`src/rtl/timer_preset_editor_pkg.sv`:
```
// rtl/timer_preset_editor_pkg.sv - shared states, key indices and BCD limits for the preset editor
package timer_preset_editor_pkg;

  // State codes double as the edit_field output encoding.
  typedef enum logic [1:0] {
    ST_IDLE   = 2'd0,
    ST_EDIT_H = 2'd1,
    ST_EDIT_M = 2'd2,
    ST_EDIT_S = 2'd3
  } state_e;

  localparam logic [7:0] BCD_HOUR_MAX   = 8'h23;
  localparam logic [7:0] BCD_MINSEC_MAX = 8'h59;

  localparam logic [7:0] DEF_HOUR   = 8'h00;
  localparam logic [7:0] DEF_MINUTE = 8'h00;
  localparam logic [7:0] DEF_SECOND = 8'h30;

  localparam int KEY_MODE = 0;
  localparam int KEY_UP   = 1;
  localparam int KEY_DOWN = 2;
  localparam int KEY_OK   = 3;

endpackage

```
`src/rtl/timer_preset_editor_key_debounce.sv`:
```
// rtl/timer_preset_editor_key_debounce.sv - key synchroniser, tick debouncer, press pulse and auto-repeat
module timer_preset_editor_key_debounce #(
  parameter int DEBOUNCE_MS = 20,
  parameter int REPEAT_DLY  = 500,
  parameter int REPEAT_MS   = 100,
  parameter bit REPEAT_EN   = 1'b0
) (
  input  logic clk,
  input  logic rst,
  input  logic tick,
  input  logic key_raw,
  output logic press
);

  localparam logic [15:0] DEB_LAST = 16'(DEBOUNCE_MS - 1);
  localparam logic [15:0] DLY_LAST = 16'(REPEAT_DLY - 1);
  localparam logic [15:0] RPT_LAST = 16'(REPEAT_MS - 1);

  logic [1:0]  sync_q, sync_d;
  logic        level_q, level_d;
  logic [15:0] deb_cnt_q, deb_cnt_d;
  logic [15:0] rpt_cnt_q, rpt_cnt_d;
  logic        rpt_arm_q, rpt_arm_d;
  logic        press_q, press_d;
  logic        fire;

  always_comb begin
    sync_d    = {sync_q[0], key_raw};
    level_d   = level_q;
    deb_cnt_d = deb_cnt_q;
    if (tick) begin
      if (sync_q[1] != level_q) begin
        if (deb_cnt_q == DEB_LAST) begin
          level_d   = ~level_q;
          deb_cnt_d = '0;
        end else begin
          deb_cnt_d = deb_cnt_q + 16'd1;
        end
      end else begin
        deb_cnt_d = '0;
      end
    end

    // First repeat waits REPEAT_DLY ticks, later ones REPEAT_MS ticks.
    fire      = 1'b0;
    rpt_cnt_d = rpt_cnt_q;
    rpt_arm_d = rpt_arm_q;
    if (!REPEAT_EN || !level_q) begin
      rpt_cnt_d = '0;
      rpt_arm_d = 1'b0;
    end else if (tick) begin
      if (rpt_cnt_q == (rpt_arm_q ? RPT_LAST : DLY_LAST)) begin
        fire      = 1'b1;
        rpt_cnt_d = '0;
        rpt_arm_d = 1'b1;
      end else begin
        rpt_cnt_d = rpt_cnt_q + 16'd1;
      end
    end

    press_d = (level_d & ~level_q) | fire;
  end

  always_ff @(posedge clk) begin
    if (rst) begin
      sync_q    <= '0;
      level_q   <= 1'b0;
      deb_cnt_q <= '0;
      rpt_cnt_q <= '0;
      rpt_arm_q <= 1'b0;
      press_q   <= 1'b0;
    end else begin
      sync_q    <= sync_d;
      level_q   <= level_d;
      deb_cnt_q <= deb_cnt_d;
      rpt_cnt_q <= rpt_cnt_d;
      rpt_arm_q <= rpt_arm_d;
      press_q   <= press_d;
    end
  end

  assign press = press_q;

endmodule

```
`src/rtl/timer_preset_editor.sv`:
```
// rtl/timer_preset_editor.sv - key-driven HH:MM:SS BCD preset editor with commit and blink strobe
module timer_preset_editor
  import timer_preset_editor_pkg::*;
#(
  parameter int         CLK_DIV     = 50000,
  parameter int         DEBOUNCE_MS = 20,
  parameter int         REPEAT_DLY  = 500,
  parameter int         REPEAT_MS   = 100,
  parameter int         BLINK_MS    = 250,
  parameter logic [7:0] DEF_H       = DEF_HOUR,
  parameter logic [7:0] DEF_M       = DEF_MINUTE,
  parameter logic [7:0] DEF_S       = DEF_SECOND
) (
  input  logic       clk,
  input  logic       rst,
  input  logic       key_mode,
  input  logic       key_up,
  input  logic       key_down,
  input  logic       key_ok,
  output logic [7:0] preset_hour_bcd,
  output logic [7:0] preset_minute_bcd,
  output logic [7:0] preset_second_bcd,
  output logic [7:0] work_hour_bcd,
  output logic [7:0] work_minute_bcd,
  output logic [7:0] work_second_bcd,
  output logic [1:0] edit_field,
  output logic       blink,
  output logic       commit
);

  localparam logic [15:0] DIV_LAST   = 16'(CLK_DIV - 1);
  localparam logic [15:0] BLINK_LAST = 16'(BLINK_MS - 1);

  function automatic logic [7:0] bcd_step(input logic [7:0] v, input logic [7:0] max_v,
                                          input logic up);
    logic [7:0] r;
    if (up) begin
      if (v == max_v)            r = 8'h00;
      else if (v[3:0] == 4'd9)   r = {v[7:4] + 4'd1, 4'd0};
      else                       r = {v[7:4], v[3:0] + 4'd1};
    end else begin
      if (v == 8'h00)            r = max_v;
      else if (v[3:0] == 4'd0)   r = {v[7:4] - 4'd1, 4'd9};
      else                       r = {v[7:4], v[3:0] - 4'd1};
    end
    return r;
  endfunction

  logic [15:0] div_cnt_q, div_cnt_d;
  logic        tick;
  logic [3:0]  key_raw;
  logic [3:0]  press;

  assign tick      = (div_cnt_q == DIV_LAST);
  assign div_cnt_d = tick ? 16'd0 : div_cnt_q + 16'd1;
  assign key_raw   = {key_ok, key_down, key_up, key_mode};

  for (genvar i = 0; i < 4; i++) begin : g_key
    timer_preset_editor_key_debounce #(
      .DEBOUNCE_MS (DEBOUNCE_MS),
      .REPEAT_DLY  (REPEAT_DLY),
      .REPEAT_MS   (REPEAT_MS),
      .REPEAT_EN   (i == KEY_UP || i == KEY_DOWN)
    ) u_key (
      .clk     (clk),
      .rst     (rst),
      .tick    (tick),
      .key_raw (key_raw[i]),
      .press   (press[i])
    );
  end

  state_e      state_q, state_d;
  logic [7:0]  work_h_q, work_h_d, work_m_q, work_m_d, work_s_q, work_s_d;
  logic [7:0]  pre_h_q, pre_h_d, pre_m_q, pre_m_d, pre_s_q, pre_s_d;
  logic        commit_q, commit_d;
  logic        blink_q, blink_d;
  logic [15:0] blink_cnt_q, blink_cnt_d;
  logic        blink_restart;
  logic        mode_p, up_p, down_p, ok_p;

  assign mode_p = press[KEY_MODE];
  assign up_p   = press[KEY_UP];
  assign down_p = press[KEY_DOWN];
  assign ok_p   = press[KEY_OK];

  always_comb begin
    state_d       = state_q;
    work_h_d      = work_h_q;
    work_m_d      = work_m_q;
    work_s_d      = work_s_q;
    pre_h_d       = pre_h_q;
    pre_m_d       = pre_m_q;
    pre_s_d       = pre_s_q;
    commit_d      = 1'b0;
    blink_restart = 1'b0;

    if (state_q == ST_IDLE) begin
      if (mode_p) begin
        work_h_d      = pre_h_q;
        work_m_d      = pre_m_q;
        work_s_d      = pre_s_q;
        state_d       = ST_EDIT_H;
        blink_restart = 1'b1;
      end
    end else begin
      // Field step uses the field selected this cycle, even if mode/ok also fire.
      if (up_p ^ down_p) begin
        if (state_q == ST_EDIT_H)      work_h_d = bcd_step(work_h_q, BCD_HOUR_MAX, up_p);
        else if (state_q == ST_EDIT_M) work_m_d = bcd_step(work_m_q, BCD_MINSEC_MAX, up_p);
        else                           work_s_d = bcd_step(work_s_q, BCD_MINSEC_MAX, up_p);
      end
      if (ok_p) begin
        pre_h_d  = work_h_q;
        pre_m_d  = work_m_q;
        pre_s_d  = work_s_q;
        commit_d = 1'b1;
        state_d  = ST_IDLE;
      end else if (mode_p) begin
        state_d       = (state_q == ST_EDIT_S) ? ST_EDIT_H : state_e'(state_q + 2'd1);
        blink_restart = 1'b1;
      end
    end

    blink_d     = blink_q;
    blink_cnt_d = blink_cnt_q;
    if (state_d == ST_IDLE) begin
      blink_d     = 1'b0;
      blink_cnt_d = '0;
    end else if (blink_restart) begin
      blink_d     = 1'b1;
      blink_cnt_d = '0;
    end else if (tick) begin
      if (blink_cnt_q == BLINK_LAST) begin
        blink_d     = ~blink_q;
        blink_cnt_d = '0;
      end else begin
        blink_cnt_d = blink_cnt_q + 16'd1;
      end
    end
  end

  always_ff @(posedge clk) begin
    if (rst) begin
      div_cnt_q   <= '0;
      state_q     <= ST_IDLE;
      work_h_q    <= DEF_H;
      work_m_q    <= DEF_M;
      work_s_q    <= DEF_S;
      pre_h_q     <= DEF_H;
      pre_m_q     <= DEF_M;
      pre_s_q     <= DEF_S;
      commit_q    <= 1'b0;
      blink_q     <= 1'b0;
      blink_cnt_q <= '0;
    end else begin
      div_cnt_q   <= div_cnt_d;
      state_q     <= state_d;
      work_h_q    <= work_h_d;
      work_m_q    <= work_m_d;
      work_s_q    <= work_s_d;
      pre_h_q     <= pre_h_d;
      pre_m_q     <= pre_m_d;
      pre_s_q     <= pre_s_d;
      commit_q    <= commit_d;
      blink_q     <= blink_d;
      blink_cnt_q <= blink_cnt_d;
    end
  end

  assign preset_hour_bcd   = pre_h_q;
  assign preset_minute_bcd = pre_m_q;
  assign preset_second_bcd = pre_s_q;
  assign work_hour_bcd     = work_h_q;
  assign work_minute_bcd   = work_m_q;
  assign work_second_bcd   = work_s_q;
  assign edit_field        = state_q;
  assign blink             = blink_q;
  assign commit            = commit_q;

endmodule

```
`config.mk`:
```
export PLATFORM = sky130hd
export DESIGN_NAME = timer_preset_editor
export DESIGN_NICKNAME = d
export VERILOG_FILES = /design/src/rtl/timer_preset_editor_pkg.sv /design/src/rtl/timer_preset_editor_key_debounce.sv /design/src/rtl/timer_preset_editor.sv
export SDC_FILE = /design/constraint.sdc
export NUM_CORES = 1
export LEC_CHECK = 0
export CAP_MARGIN = 5
export CORE_UTILIZATION = 40
export CTS_CLUSTER_SIZE = 14
export DETAILED_ROUTE_END_ITERATION = 10
export PLACE_DENSITY = 0.6
export SYNTH_ARGS = -nofsm -noshare
export SYNTH_HDL_FRONTEND = slang
export SYNTH_SLANG_ARGS = --single-unit
export TNS_END_PERCENT = 20
```
`constraint.sdc`:
```
create_clock -name clk -period 2.4 [get_ports clk]
set_input_delay 0.36 -clock clk [delete_from_list [all_inputs] [get_ports clk]]
set_output_delay 0.36 -clock clk [all_outputs]
set_load 0.05 [all_outputs]
```
After elaboration in Yosys (flattened, before gate mapping)
Index checks and enable logic that the tools add are counted.

word-level totals
  ROM bits = 0
  input port bits = 6
  output and inout port bits = 52
  latch bits = 0
  register bits = 198
  memory bits (writable) = 0
  memories kept = 0
  logic and storage cells = 199

operators by class
  $lt $le $gt $ge = 0
  muxes and demuxes = 72
  equality and inequality tests = 27
  bitwise gates (word level) = 13
  div/mod/pow operators = 0
  $add $sub $neg = 21
  reduce and logical (&&, ||, !) cells = 32
  $mul = 0
  shift-type cells = 0

operators by type and width
  cell                                                                 number
  8-bit 2-to-1 mux                                                     29
  16-bit 2-to-1 mux                                                    11
  16-bit by 1-bit adder with 16-bit output (second input constant)     8
  16-bit by 5-bit == test with 1-bit output (second input constant)    4
  16-bit == test                                                       2
  1-bit 2-to-1 mux                                                     25
  4-bit by 1-bit adder with 4-bit output (second input constant)       6
  8-bit logical NOT                                                    3
  4-bit by 1-bit subtractor with 4-bit output (second input constant)  6
  9-bit 2-to-1 mux                                                     2
  16-bit == test (second input constant)                               1
  16-bit by 8-bit == test with 1-bit output (second input constant)    1
  8-bit by 7-bit == test with 1-bit output (second input constant)     2
  4-bit == test (second input constant)                                3
  4-bit logical NOT                                                    3
  4-bit != test (second input constant)                                3
  6-bit AND reduction                                                  2
  4-bit nonzero test                                                   3
  2-bit 2-to-1 mux                                                     5
  2-bit nonzero test                                                   5
  2-bit OR reduction                                                   5
  8-bit by 6-bit == test with 1-bit output (second input constant)     1
  2-bit AND reduction                                                  4
  4-bit AND reduction                                                  2
  other kinds (14)                                                     29

Depth between registers and ports, before layout
  depth after elaboration = 8
  depth in mapped cells = 10
  gate-level depth less buffers = 7

Cells and area by module
From an unflattened synthesis, not the netlist that was laid out.

second synthesis, totals
  cells, all modules = 1268
  area total of the unflattened synthesis = 10430.0 um^2

by module, submodules not included
  module                                                  cells an instance  area an instance (um^2)  instances  sequential area each (um^2)
  timer_preset_editor                                     614                4929.7                   1          1681.6
  timer_preset_editor_key_debounce at g_key[1].u_key ...  204                1730.4                   2          740.7
  timer_preset_editor_key_debounce at g_key[0].u_key ...  123                1019.7                   2          400.4

Least setup slack after synthesis
No wires, ideal clock.

  kind = register to register
  from = register state_q[0] (netlist: edit_field[0])
  to = register blink_cnt_q[15]
  stages on the path, launching flop included = 10
  data arrival time = 2.245 ns
  required time = 2.285 ns
  buffers on the path = 2
  period minus slack after synthesis = 2.360 ns
  setup time = 0.115 ns
  slack = 0.040 ns
  cell sequence = dfxtp_1 -> inv_1 -> ha_1 -> clkbuf_1 -> nand2b_1 -> a31oi_1 -> nor2_1 -> o211ai_1 -> buf_4 -> nor2_1

on the way
  longest elaborated chain between the ends = 7
  elaborated cells on any way between the ends = 11
  classes of those cells = add/sub: 1; eq/ne: 1; mux: 6; reduce/logical: 3

ends and longest elaborated chain
  item                                                                            RTL line                    source
  start, declared                                                                 timer_preset_editor.sv:73   state_e state_q, state_d;
  start signal, assigned                                                          timer_preset_editor.sv:158  state_q <= state_d;
  2-bit by 1-bit adder with 2-bit output / 2-bit == test (equally long branches)  timer_preset_editor.sv:120  state_d = (state_q == ST_EDIT_S) ? ST_EDIT_H : state_e'(state_q + 2'd1);
  2-bit 2-to-1 mux                                                                timer_preset_editor.sv:120
  2-bit 2-to-1 mux                                                                timer_preset_editor.sv:119  end else if (mode_p) begin
  2-bit 2-to-1 mux                                                                timer_preset_editor.sv:113  if (ok_p) begin
  2-bit 2-to-1 mux                                                                timer_preset_editor.sv:98   if (state_q == ST_IDLE) begin
  2-bit logical NOT                                                               timer_preset_editor.sv:127  if (state_d == ST_IDLE) begin
  3-bit OR reduction (no source line) *                                           n/a
  end signal, assigned                                                            timer_preset_editor.sv:167  blink_cnt_q <= blink_cnt_d;
  end, declared                                                                   timer_preset_editor.sv:78   logic [15:0] blink_cnt_q, blink_cnt_d;

Every way passes the cells marked *; elsewhere a longest branch is shown, timed or not.
A chain may end at the register's enable or synchronous reset.

Final worst setup path
  from = register work_h_q[3] (netlist: work_hour_bcd[3])
  to = output work_hour_bcd[3]

RTL lines
  item                    RTL line                    source
  start, declared         timer_preset_editor.sv:74   logic [7:0] work_h_q, work_h_d, work_m_q, work_m_d, work_s_q, work_s_d;
  start signal, assigned  timer_preset_editor.sv:159  work_h_q <= work_h_d;
  end, declared           timer_preset_editor.sv:23   output logic [7:0] work_hour_bcd,

No word-level cell between the ends.

==> results.yml <==
critical_path:
  crit_buf_inv: 1
  reg2reg_to: "g_key[2].u_key.deb_cnt_q[14]"
  critical_path_class: "flop to output port"
  path_cells: "clkdlybuf4s50_1"
  reg2reg_depth: 7
  timing.reg2reg.setup_slack_ps: 220
  cp.arrival_ps: 1900
  cp_top_family: "buffers and inverters"
  worst-path-stages: 1
  r2r_start: "div_cnt_q[0]"
  critPathCaptureType: "output port"
  critPathMaxFanout: 11
  worstPathRequired_ps: 2040
  critPathLaunch: "work_hour_bcd[3]"
  startpoint_type: "flop"
  slowest_delay_ps: 890
  cp-endpoint: "work_hour_bcd[3]"
  cpMaxStageDelayCell: "clkdlybuf4s50_1"
route:
  ant_nets: 0
  routed_via_density: 5.41
  avgRoutedWirePerCell_um: 14.5
  drt_wl_total_um: 23200
  num_vias: 8637
  drt-pass1-iter-count: 5
  first_iter_violations: 565
  drc: 0
floorplanning:
  die_w_um: 161
  die_h_um: 161
  io_pins: 58
  coreArea_sq_mm: 0.0246
  start_util_pct: 41.2
  fp-row-count: 57
  dieArea_sq_mm: 0.0260
synth:
  synth-async-reset-ratio_pct: 0
  syn-instance-count: 1210
  yosys-top-cells-area: "dfxtp_1 (39%), nor2_1 (5.8%), xnor2_1 (5.4%)"
  yosys.area.top_type: "dfxtp_1"
  synth_cell_types: 78
  synth_edf_count: 0
  synth_seq_cells: 198
  syn_area_sq_mm: 0.0101
  avgSynthCellArea_sq_um: 8.37
  synth_top_area_share_pct: 39.1
  synth_warnings: 0
  ys.flop_type: "dfxtp_1"
  synth_fp_nets: 1249
  seq_area_frac_synth_pct: 39.1
run:
  max-cap-violations: 0
finish:
  drive_gt1_share_pct: 8.33
  diodes: 0
  register_area_sq_mm: 0.00396
  multi_input_area_sq_mm: 0.00575
  fin_nets: 1298
  final_area_sq_mm: 0.0117
  nFillCells: 2416
  area_growth_pct: 15.8
sta:
  finClkSkew_ps: 12.4
  fin_crit_ps: 2260
  tightest_slew_ps: 582
  finalSetupViolations: 0
  slew_viol_final: 0
  min_period_over_period_pct: 94.1
  setup_tns_ps: 0
  fmax_mhz: 443
  fin_hold_ws_ps: 308
  hold_viol_final: 0
  rsz0062_at_grt: "no"
  relSlewSlack_pct: 61.1
clock_network:
  cts_tree: "yes"
  cts_buffers: 17
  cts.reportedPaths.clkPinSlew_ps: 80
  clk_latency_ps: 440
  cts_sinks: 198
  post_cts_buffers: 0
  ctsHoldBuffers: 0
  cts_resized: 0
  cts_buffer_depth: 2
  cts_root_buffer: "clkbuf_16"
  h-tree-depth: 4
pwr:
  p_sw_w: 0.00140
  switching_share_pct: 22.7
  comb_power_share_pct: 1.5
  p_int_w: 0.00477
  p_clk_share_pct: 45.1
  ir_worst_vdd_mv: 0.403
  leakage_nw: 3.90
  power.density_mw_per_mm2: 526
  seq_power_share_pct: 53.4
global_routing:
  gr-total-overflow: 0
  antenna_found_initial: 0
  grt_pass1_wl_um: 39400
  grt_pass1_vias: 7932
  grt_usage_pct: 18.3
  grt_max_degree: 72
placed_design:
  placed_area_sq_mm: 0.0112
  gp_congestion: 0.814
  dp_hpwl_um: 15700
  place.port_buffers: 57
min_path:
  hold_class: "input port to flop"
  hold_depth: 2
status:
  status: "complete, no violations"
-- routing by layer --
layer	track usage, %	part of all wire [%]	up-vias
met5	0	0	-
met2	30.0	46	140
met4	5.06	1.1	0
li1	-	-	4421
met3	3.34	3.7	20
met1	24.6	49	4056
-- metrics by stage --
step / util, % / power, W / std cells / setup slack (ps)
after floorplan: - / 0.00343 / 1210 / 40.2
after global placement: 45.4 / 0.00347 / 1564 / 291
after detailed placement: 45.4 / 0.00347 / 1564 / 242
after CTS: 47.7 / 0.00624 / 1596 / 116
after global routing: 47.7 / 0.00640 / 1596 / 44.7
final: 47.7 / 0.00617 / 1596 / 142
-- registers in the layout, indices dropped and copies added, names as in the netlist --
register and cells:
preset_minute_bcd 8, div_cnt_q 16, preset_second_bcd 8, g_key.u_key.rpt_arm_q 2, g_key.u_key.rpt_cnt_q 32, g_key.u_key.deb_cnt_q 64, work_hour_bcd 8, blink_cnt_q 16
work_minute_bcd 8, preset_hour_bcd 8, g_key.u_key.sync_q 8, blink 1, g_key.u_key.level_q 4, work_second_bcd 8, g_key.u_key.press 4, commit 1
edit_field 2
-- cell usage in the layout, fill, tap and decap left out, types with 5 or more instances in the layout --
| cell type | n |
|---|---|
| o21ai_0 | 20 |
| nor4_1 | 32 |
| a21oi_1 | 64 |
| nor2b_1 | 12 |
| a221oi_1 | 5 |
| and3_1 | 18 |
| xor2_1 | 49 |
| dfxtp_1 | 198 |
| nor3_1 | 47 |
| a31oi_1 | 5 |
| nor2_1 | 156 |
| a21o_1 | 10 |
| and2_1 | 12 |
| nor3b_1 | 8 |
| nand4_1 | 50 |
| ha_1 | 33 |
| clkinvlp_4 | 6 |
| nand3_1 | 52 |
| xnor2_1 | 62 |
| nor4b_1 | 9 |
| clkbuf_16 | 17 |
| or3_1 | 11 |
| clkdlybuf4s50_1 | 56 |
| a211o_1 | 7 |
| a211oi_1 | 10 |
| nand3b_1 | 5 |
| buf_4 | 41 |
| o211ai_1 | 9 |
| inv_1 | 34 |
| mux2i_1 | 6 |
| and4b_1 | 5 |
| and4_1 | 12 |
| nand2_1 | 113 |
-- power groups by stage --
stage	Sequential, W	Clock [W]	Combinational (W)
floorplan	0.00337	0	0.0000559
global placement	0.00338	0	0.0000934
detailed placement	0.00338	0	0.0000936
CTS	0.00330	0.00285	0.0000936
global route	0.00330	0.00300	0.000102
finish	0.00330	0.00278	0.0000920
-- how the worst min path moves through the flow --
stage                                  start                          end  slack [ps]
global route                             rst       g_key[0].u_key.level_q         320
finish                                   rst  g_key[0].u_key.deb_cnt_q[0]         310
CTS                                      rst       g_key[0].u_key.level_q         300
floorplan           g_key[0].u_key.sync_q[0]     g_key[0].u_key.sync_q[1]         410
detailed placement  g_key[3].u_key.sync_q[0]     g_key[3].u_key.sync_q[1]         430
global placement    g_key[3].u_key.sync_q[0]     g_key[3].u_key.sync_q[1]         420
-- final cells by class --
class	instances	share of cell area, %
multi-input cells	907	49.0
flip-flops and latches	198	33.8
repair buffers	101	7.95
clock buffers	19	3.69
well taps	324	3.45
inverters	34	1.09
clock inverters	13	1.07
-- synthesized netlist by cell type, types with 7 or more instances --
| cell | count |
|---|---|
| nand4_1 | 50 |
| a21oi_1 | 64 |
| a21o_1 | 10 |
| and4_1 | 13 |
| or3_1 | 11 |
| nor3_1 | 47 |
| xnor2_1 | 62 |
| nor4b_1 | 9 |
| clkbuf_1 | 37 |
| nor2b_1 | 13 |
| and2_1 | 12 |
| dfxtp_1 | 198 |
| xor2_1 | 49 |
| nor3b_1 | 8 |
| buf_1 | 8 |
| ha_1 | 33 |
| o211ai_1 | 9 |
| buf_2 | 24 |
| o21ai_0 | 20 |
| and3_1 | 18 |
| nor2_1 | 156 |
| nand3_1 | 52 |
| a211oi_1 | 10 |
| inv_1 | 34 |
| nor4_1 | 32 |
| nand2_1 | 113 |
| a211o_1 | 7 |
-- cells by family after synthesis --
kind of cell,count (synthesis),synth area share (%)
buffers and inverters,105,4.30
and+or+nand+nor,571,29.5
muxes,11,1.26
adders and majority gates,33,4.08
DFF,198,39.1
xor gates and xnor gates,111,9.59
AOI/OAI and AO/OA,181,12.2
(Power assumes the default switching activity.)
